===== src/rtl/spram_pkg.sv =====
// Types and width helpers shared by the single-port RAM request controller
// and its byte-merge datapath.
package spram_pkg;

  typedef enum logic [2:0] {
    ST_IDLE,
    ST_RD_ISSUE,
    ST_RD_CAPTURE,
    ST_WR_ISSUE,
    ST_RESP
  } spram_ctrl_state_t;

  function automatic int strb_width(input int dw);
    return dw / 8;
  endfunction

  // Byte-offset bits dropped from a byte address to form a word address.
  function automatic int off_bits(input int dw);
    return (dw / 8 > 1) ? $clog2(dw / 8) : 0;
  endfunction

endpackage


===== src/rtl/byte_merge.sv =====
// Per-byte select between an old word and a new word under a byte-strobe
// mask; purely combinational.
module byte_merge
  import spram_pkg::*;
#(
  parameter int DataBusWidth = 32
) (
  input  logic [DataBusWidth-1:0]               i_old,
  input  logic [DataBusWidth-1:0]               i_new,
  input  logic [strb_width(DataBusWidth)-1:0]   i_strb,
  output logic [DataBusWidth-1:0]               o_merged
);

  always_comb begin
    o_merged = i_old;
    for (int i = 0; i < strb_width(DataBusWidth); i++) begin
      if (i_strb[i]) o_merged[i*8 +: 8] = i_new[i*8 +: 8];
    end
  end

endmodule


===== src/rtl/spram_rmw_ctrl.sv =====
// Valid/ready request front end for the single-port synchronous RAM; partial
// stores become a read, a byte merge, then a write. One request in flight.
module spram_rmw_ctrl
  import spram_pkg::*;
#(
  parameter int AddrBusWidth = 32,
  parameter int DataBusWidth = 32
) (
  input  logic                                  clk,
  input  logic                                  rst,
  input  logic                                  req_valid,
  output logic                                  req_ready,
  input  logic [AddrBusWidth-1:0]               req_addr,
  input  logic                                  req_we,
  input  logic [strb_width(DataBusWidth)-1:0]   req_wstrb,
  input  logic [DataBusWidth-1:0]               req_wdata,
  output logic                                  rsp_valid,
  input  logic                                  rsp_ready,
  output logic [DataBusWidth-1:0]               rsp_rdata,
  output logic                                  mem_re,
  output logic                                  mem_we,
  output logic [AddrBusWidth-1:0]               mem_addr,
  output logic [DataBusWidth-1:0]               mem_wdata,
  input  logic [DataBusWidth-1:0]               mem_rdata
);

  localparam int StrbWidth = strb_width(DataBusWidth);
  localparam int OffBits   = off_bits(DataBusWidth);
  localparam logic [AddrBusWidth-1:0] AddrMask =
    ~((AddrBusWidth)'((1 << OffBits) - 1));

  spram_ctrl_state_t           r_state;
  spram_ctrl_state_t           w_next;
  logic [AddrBusWidth-1:0]     r_addr;
  logic [StrbWidth-1:0]        r_wstrb;
  logic [DataBusWidth-1:0]     r_wdata;
  logic [DataBusWidth-1:0]     r_rdata;
  logic                        r_rmw;
  logic [DataBusWidth-1:0]     w_merged;
  logic                        w_fire;
  logic                        w_strb_all;
  logic                        w_strb_none;

  byte_merge #(
    .DataBusWidth(DataBusWidth)
  ) u_merge (
    .i_old    (mem_rdata),
    .i_new    (r_wdata),
    .i_strb   (r_wstrb),
    .o_merged (w_merged)
  );

  // rst gates ready so nothing can be accepted while reset is held.
  assign req_ready   = (r_state == ST_IDLE) && !rst;
  assign w_fire      = req_valid && req_ready;
  assign w_strb_all  = &req_wstrb;
  assign w_strb_none = ~|req_wstrb;

  assign mem_re    = (r_state == ST_RD_ISSUE);
  assign mem_we    = (r_state == ST_WR_ISSUE);
  assign rsp_valid = (r_state == ST_RESP);
  assign mem_addr  = r_addr;
  assign mem_wdata = r_wdata;
  assign rsp_rdata = r_rdata;

  always_comb begin
    w_next = r_state;
    case (r_state)
      ST_IDLE: begin
        if (w_fire) begin
          if (!req_we)          w_next = ST_RD_ISSUE;
          else if (w_strb_all)  w_next = ST_WR_ISSUE;
          else if (w_strb_none) w_next = ST_RESP;
          else                  w_next = ST_RD_ISSUE;
        end
      end
      ST_RD_ISSUE:   w_next = ST_RD_CAPTURE;
      ST_RD_CAPTURE: w_next = r_rmw ? ST_WR_ISSUE : ST_RESP;
      ST_WR_ISSUE:   w_next = ST_RESP;
      ST_RESP:       if (rsp_ready) w_next = ST_IDLE;
      default:       w_next = ST_IDLE;
    endcase
  end

  always_ff @(posedge clk) begin
    if (rst) begin
      r_state <= ST_IDLE;
      r_addr  <= '0;
      r_wstrb <= '0;
      r_wdata <= '0;
      r_rdata <= '0;
      r_rmw   <= 1'b0;
    end else begin
      r_state <= w_next;
      case (r_state)
        ST_IDLE: begin
          if (w_fire) begin
            r_addr  <= req_addr & AddrMask;
            r_wstrb <= req_wstrb;
            r_wdata <= req_wdata;
            // Cleared here so a zero-strobe store never returns stale load data.
            r_rdata <= '0;
            r_rmw   <= req_we && !w_strb_all && !w_strb_none;
          end
        end
        ST_RD_CAPTURE: begin
          if (r_rmw) r_wdata <= w_merged;
          else       r_rdata <= mem_rdata;
        end
        ST_WR_ISSUE: r_rdata <= '0;
        default: ;
      endcase
    end
  end

endmodule


===== config.mk =====
export PLATFORM = sky130hd
export DESIGN_NAME = spram_rmw_ctrl
export DESIGN_NICKNAME = d
export VERILOG_FILES = /design/src/rtl/spram_pkg.sv /design/src/rtl/byte_merge.sv /design/src/rtl/spram_rmw_ctrl.sv
export SDC_FILE = /design/constraint.sdc
export NUM_CORES = 1
export LEC_CHECK = 0
export CAP_MARGIN = 20
export CORE_MARGIN = 3
export CORE_UTILIZATION = 30
export CTS_BUF_LIST = sky130_fd_sc_hd__clkbuf_4 sky130_fd_sc_hd__clkbuf_8
export CTS_CLUSTER_SIZE = 10
export DETAILED_ROUTE_END_ITERATION = 10
export RECOVER_POWER = 50
export REMOVE_ABC_BUFFERS = 1
export SYNTH_ARGS = -nofsm -noshare
export SYNTH_HDL_FRONTEND = slang
export SYNTH_HIERARCHICAL = 1
export SYNTH_SLANG_ARGS = --single-unit

===== constraint.sdc =====
create_clock -name clk -period 2.5 [get_ports clk]
set_clock_uncertainty 0.1 [all_clocks]
set_input_delay 0.5 -clock clk [delete_from_list [all_inputs] [get_ports clk]]
set_output_delay 0.5 -clock clk [all_outputs]
set_load 0.005 [all_outputs]

-- After elaboration in Yosys (flattened, before gate mapping)
Index checks and enable logic that the tools add are counted.
- equal/unequal tests: 12
- reductions and logical operators: 18
- muxes and demuxes: 17
- operators by type and width (operator ; number):
    32-bit 2-to-1 mux ; 4
    32-bit case mux with 3 select lines ; 1
    32-bit case mux with 2 select lines ; 1
    8-bit 2-to-1 mux ; 4
    4-bit AND reduction ; 5
    3-bit 2-to-1 mux ; 6
    3-bit case mux with 5 select lines ; 1
    2-bit inequality test (second input constant) ; 7
    3-bit by 2-bit == test with 1-bit output (second input constant) ; 2
    1-bit logical AND ; 4
    2-bit AND reduction ; 2
    4-bit OR reduction ; 1
    3-bit by 1-bit == test with 1-bit output (second input constant) ; 1
    3-bit == test (second input constant) ; 1
    3-bit zero test ; 1
    3-bit AND reduction ; 1
    3-bit nonzero test ; 1
    1-bit zero test ; 2
    2-bit by 1-bit inequality test with 1-bit output (second input constant) ; 1
    2-bit nonzero test ; 1
- logic and storage cells: 56
- bits in registers: 102
- output and inout bits: 100
- input bits: 105

-- Logic depth before layout (Yosys ltp)
- word-level depth: 6
- gate-level depth with buffers: 7
- mapped depth without buffers: 4

-- Cells and area by module
Netlist, hierarchy kept.
- by module, submodules not included (module ; area each (µm²) ; instances ; cells each):
    spram_rmw_ctrl ; 4254.1 ; 1 ; 516
    byte_merge ; 525.5 ; 1 ; 36

-- Worst setup path after synthesis
OpenSTA, ideal clock, no wires.
- kind: input-to-reg
- start: input port rst
- end: register r_wdata[10] (netlist: mem_wdata[10])
- data arrival time: 1.738 ns
- stages: 5
- path slack: 0.571 ns
- path through: or3b_1 -> a211oi_4 -> buf_6 -> nor2_1 -> a311oi_1
- longest elaborated chain between the ends: 5
- ends and longest elaborated chain (what ; line ; RTL):
    start: declaration ; spram_rmw_ctrl.sv:10 ; input logic rst,
    1-bit zero test ; spram_rmw_ctrl.sv:54 ; assign req_ready = (r_state == ST_IDLE) && !rst;
    1-bit logical AND ; spram_rmw_ctrl.sv:54 ;
    1-bit logical AND ; spram_rmw_ctrl.sv:55 ; assign w_fire = req_valid && req_ready;
    2-bit inequality test (no source line) ; n/a ;
    4-bit AND reduction (no source line) ; n/a ;
    end signal: assignment ; spram_rmw_ctrl.sv:100 ; r_wdata <= req_wdata;
    end signal: assignment ; spram_rmw_ctrl.sv:107 ; if (r_rmw) r_wdata <= w_merged;
    end: declaration ; spram_rmw_ctrl.sv:36 ; logic [DataBusWidth-1:0] r_wdata;
Several ways; a longest one is shown, not always the timed one.
A chain may end at the register's enable or synchronous reset.

-- Worst setup path after layout
- start: register r_state[1]
- end: output port mem_we
- longest elaborated chain between the ends: 1
- ends and longest elaborated chain (what ; line ; RTL):
    start: declaration ; spram_rmw_ctrl.sv:32 ; spram_ctrl_state_t r_state;
    start signal: assignment ; spram_rmw_ctrl.sv:94 ; r_state <= w_next;
    3-bit by 2-bit == test with 1-bit output ; spram_rmw_ctrl.sv:60 ; assign mem_we = (r_state == ST_WR_ISSUE);
    end: declaration ; spram_rmw_ctrl.sv:21 ; output logic mem_we,
No other way between the ends.

==> run metrics <==
RR Endpoint mem_wdata[29]$_SDFFE_PP0P_; Mean Syn Cell Area approximately 8.7 um2; area of the core 0.01537 mm2; Crit path depth 3; Slew headroom a little under half; RD Place Congestion a little under 0.8; VDD IR-drop max ~0.43 mV; Pre-antenna DRT Iters 4; CP Launch Type flip-flop; Pwr Density around 540 mW/mm2; vias 4,680; leakage power about 2.9 nW; Seq/Total Area, Yosys approximately 43%; Critical Path, Cell by Cell nor2b_2, and2_1, clkdlybuf4s50_1; Top delay family on crit path buffers and inverters; largest net degree at the start of global routing 82; DP HPWL 10.78 mm; worst reg2reg startpoint r_state[1]$_SDFFE_PP0P_; Worst Path Buf+Inv 1; drt total wl 15.41 mm; area delta synth->final 50.50%; Iter 0 DRT Violations 226; Root Driver clkbuf_8; Die Ht 132.2 um; Std-Cell Rows 45; global route total overflow 0; setup slack at placement -25.98 ps; drt drc 0; Crit Path Max Fanout 12; Worst-path clk slew about 90 ps; Starting Density 31.09%; Die X-Extent around 130 um; final hold slack 376.3 ps; clock period minus worst slack 2357 ps; cell area after synthesis about 0.0048 mm2; initial antenna violation count 1; Slowest-stage cell, CP clkdlybuf4s50_1; post-route antenna net violation count 0; Nets 830; fin crit share 94.29%; area of the multi-input gates 0.002482 mm2; H-Tree Level Count 3; Worst Setup Path Type reg -> out; CTS sink count approximately 100; post-CTS setup buffer count 0; outcome complete, no violations; fmax ~420 MHz; CP Capture Point mem_we; vias in the first global route ~4,700; Routed WL per cell roughly 16 um; Reg area just over 0.002 mm2; Layout Utilization a little under half; synth unique cells 31; share of cells above drive strength 1 under 10%; GR Util All Layers 17.52%; Hold Fails Final Rpt 0; final setup margin 142.7 ps; die area approximately 0.017 mm2; RSZ-0062 raised after global routing no; #FFs+latches synth a little over 100; CTS tree done; Critical Path Max Stage Delay about 520 ps; Ys Warns 6; Reg2Reg Setup Slack about 530 ps; Crit. End Element output pin; Hold Buf Count CTS 0; Reg2Reg Depth 5; Crit. Startpoint r_state[1]$_SDFFE_PP0P_; Critical Path RT 1900 ps; PortBufs 200; clock latency on the worst-skew pair about 380 ps; number of max-cap violations 0; actual slew at the worst max-slew pin 783.2 ps; Filler cells 1,467; Hold Crit Class reg -> reg; first-pass GRT wire length roughly 25 mm; post-synthesis instance total 552; Final setup violation count 0; WP data arrival 1760 ps; CTS buffer count 9; clk buf depth 2; Max Transition Viols Final 0; io pins just over 200; ratio of routed vias to standard cells a little under 5
==> cell families (layout without fill, tap and decap cells) <==
group	after synthesis	count (layout)	synth area share [%]
buffers and inverters	56	233	5.864
AOI/OAI and AO/OA	104	104	14.08
other	1	3	0.07846
DFF	102	102	42.72
muxes	32	32	10.05
and+or+nand+nor	257	257	27.20
==> metrics by stage <==
step / total power [mW] / setup TNS (ps) / instance area (um2) / instances
floorplan: 2.200 / -76270 / 4503 / 497
global placement: 2.739 / 0 / 6968 / 925
detailed placement: 2.761 / -53.00 / 6968 / 925
CTS: 3.957 / 0 / 7197 / 941
global route: 4.075 / 0 / 7193 / 942
finish: 3.871 / 0 / 7193 / 942
==> layout make-up <==
type | instances | area share (%)
diodes | 1 | 0.03479
clock buffers | 9 | 1.722
clock inverters | 7 | 1.357
multi-input cells | 395 | 34.51
flip-flops and latches | 102 | 28.44
well taps | 211 | 3.670
repair buffers | 217 | 30.27
==> metal layers <==
| layer | track usage (%) | wire length (um) |
|---|---|---|
| met1 | 21.11 | 6468 |
| met2 | 28.02 | 6999 |
| met3 | 7.901 | 1768 |
| met4 | 5.600 | 178 |
| met5 | 0 | 0 |
==> how the worst min path moves through the flow <==
stage / startpoint / endpoint / slack [ps] / depth (start not counted)
2_1_floorplan: rsp_rdata[0]$_SDFFE_PP0P_ / rsp_rdata[0]$_SDFFE_PP0P_ / 360 / 2
3_3_place_gp: rsp_rdata[24]$_SDFFE_PP0P_ / rsp_rdata[24]$_SDFFE_PP0P_ / 360 / 2
6_report: rsp_rdata[27]$_SDFFE_PP0P_ / rsp_rdata[27]$_SDFFE_PP0P_ / 380 / 2
5_1_grt: rst / r_state[1]$_SDFFE_PP0P_ / 390 / 3
3_5_place_dp: rsp_rdata[24]$_SDFFE_PP0P_ / rsp_rdata[24]$_SDFFE_PP0P_ / 360 / 2
4_1_cts: rst / r_state[1]$_SDFFE_PP0P_ / 360 / 3
==> cells in the mapped netlist (all sizes together) <==
master | instances | area, um2
nor3 | 1 | 5.000
dfxtp | 102 | 2042
a211oi | 1 | 20.02
or3 | 1 | 6.260
mux2 | 32 | 480.5
nand3b | 34 | 255.2
buf | 18 | 137.6
nor2b | 3 | 18.77
a22oi | 1 | 7.510
a311oi | 32 | 280.3
nand2b | 3 | 18.77
a2111oi | 1 | 8.760
a32oi | 1 | 8.760
nor4 | 2 | 12.51
nand3 | 2 | 10.01
or3b | 1 | 8.760
clkbuf | 38 | 142.6
nor3b | 1 | 7.510
o21ai | 34 | 170.2
nand2 | 137 | 514.2
nor2 | 36 | 135.1
a21oi | 32 | 160.2
and2 | 3 | 18.77
a221oi | 1 | 8.760
conb | 1 | 3.750
nand4b | 32 | 280.3
a22o | 1 | 8.760
and4 | 1 | 8.760
==> where the power goes <==
group	leakage, nW	internal, mW	switching, mW	total (mW)
combinational	1.91	0.507	0.355	0.862
clock	0.111	0.569	0.604	1.17
sequential	0.835	1.73	0.105	1.84
==> state kept, by name (all words and copies together) (netlist names) <==
signal	cells
rsp_rdata	32
r_wstrb	4
r_state	3
mem_wdata	32
r_rmw	1
mem_addr	30
==> cell usage in the layout, fill, tap and decap left out, types with 2 or more instances in the layout <==
cell type / instances
nand3_1: 2
nand4b_1: 32
clkbuf_8: 9
a311oi_1: 32
nand3b_1: 34
dfxtp_2: 3
buf_4: 9
dlygate4sd3_1: 63
mux2_4: 32
clkinv_2: 2
clkdlybuf4s50_1: 136
clkbuf_1: 2
buf_12: 5
dfxtp_1: 99
nand2b_1: 3
nand2_1: 137
conb_1: 2
nor2_1: 36
o21ai_0: 34
a21oi_1: 32
bufinv_16: 2
and2_1: 2
==> timing repair <==
item                                    in CTS  in global routing
gates cloned                                 0                  0
gates resized for setup                      2                  2
endpoints found under the setup margin       2                  3
==> worst register-to-register path: cells and delay by family, from the launching register on <==
kind	cells	cell delay (ps)
AO/OA/AOI/OAI	2	600
buffers and inverters	1	280
flip-flops	1	400
AND/OR/NAND/NOR	2	500
No activity file was read; power rests on OpenSTA's default activity.
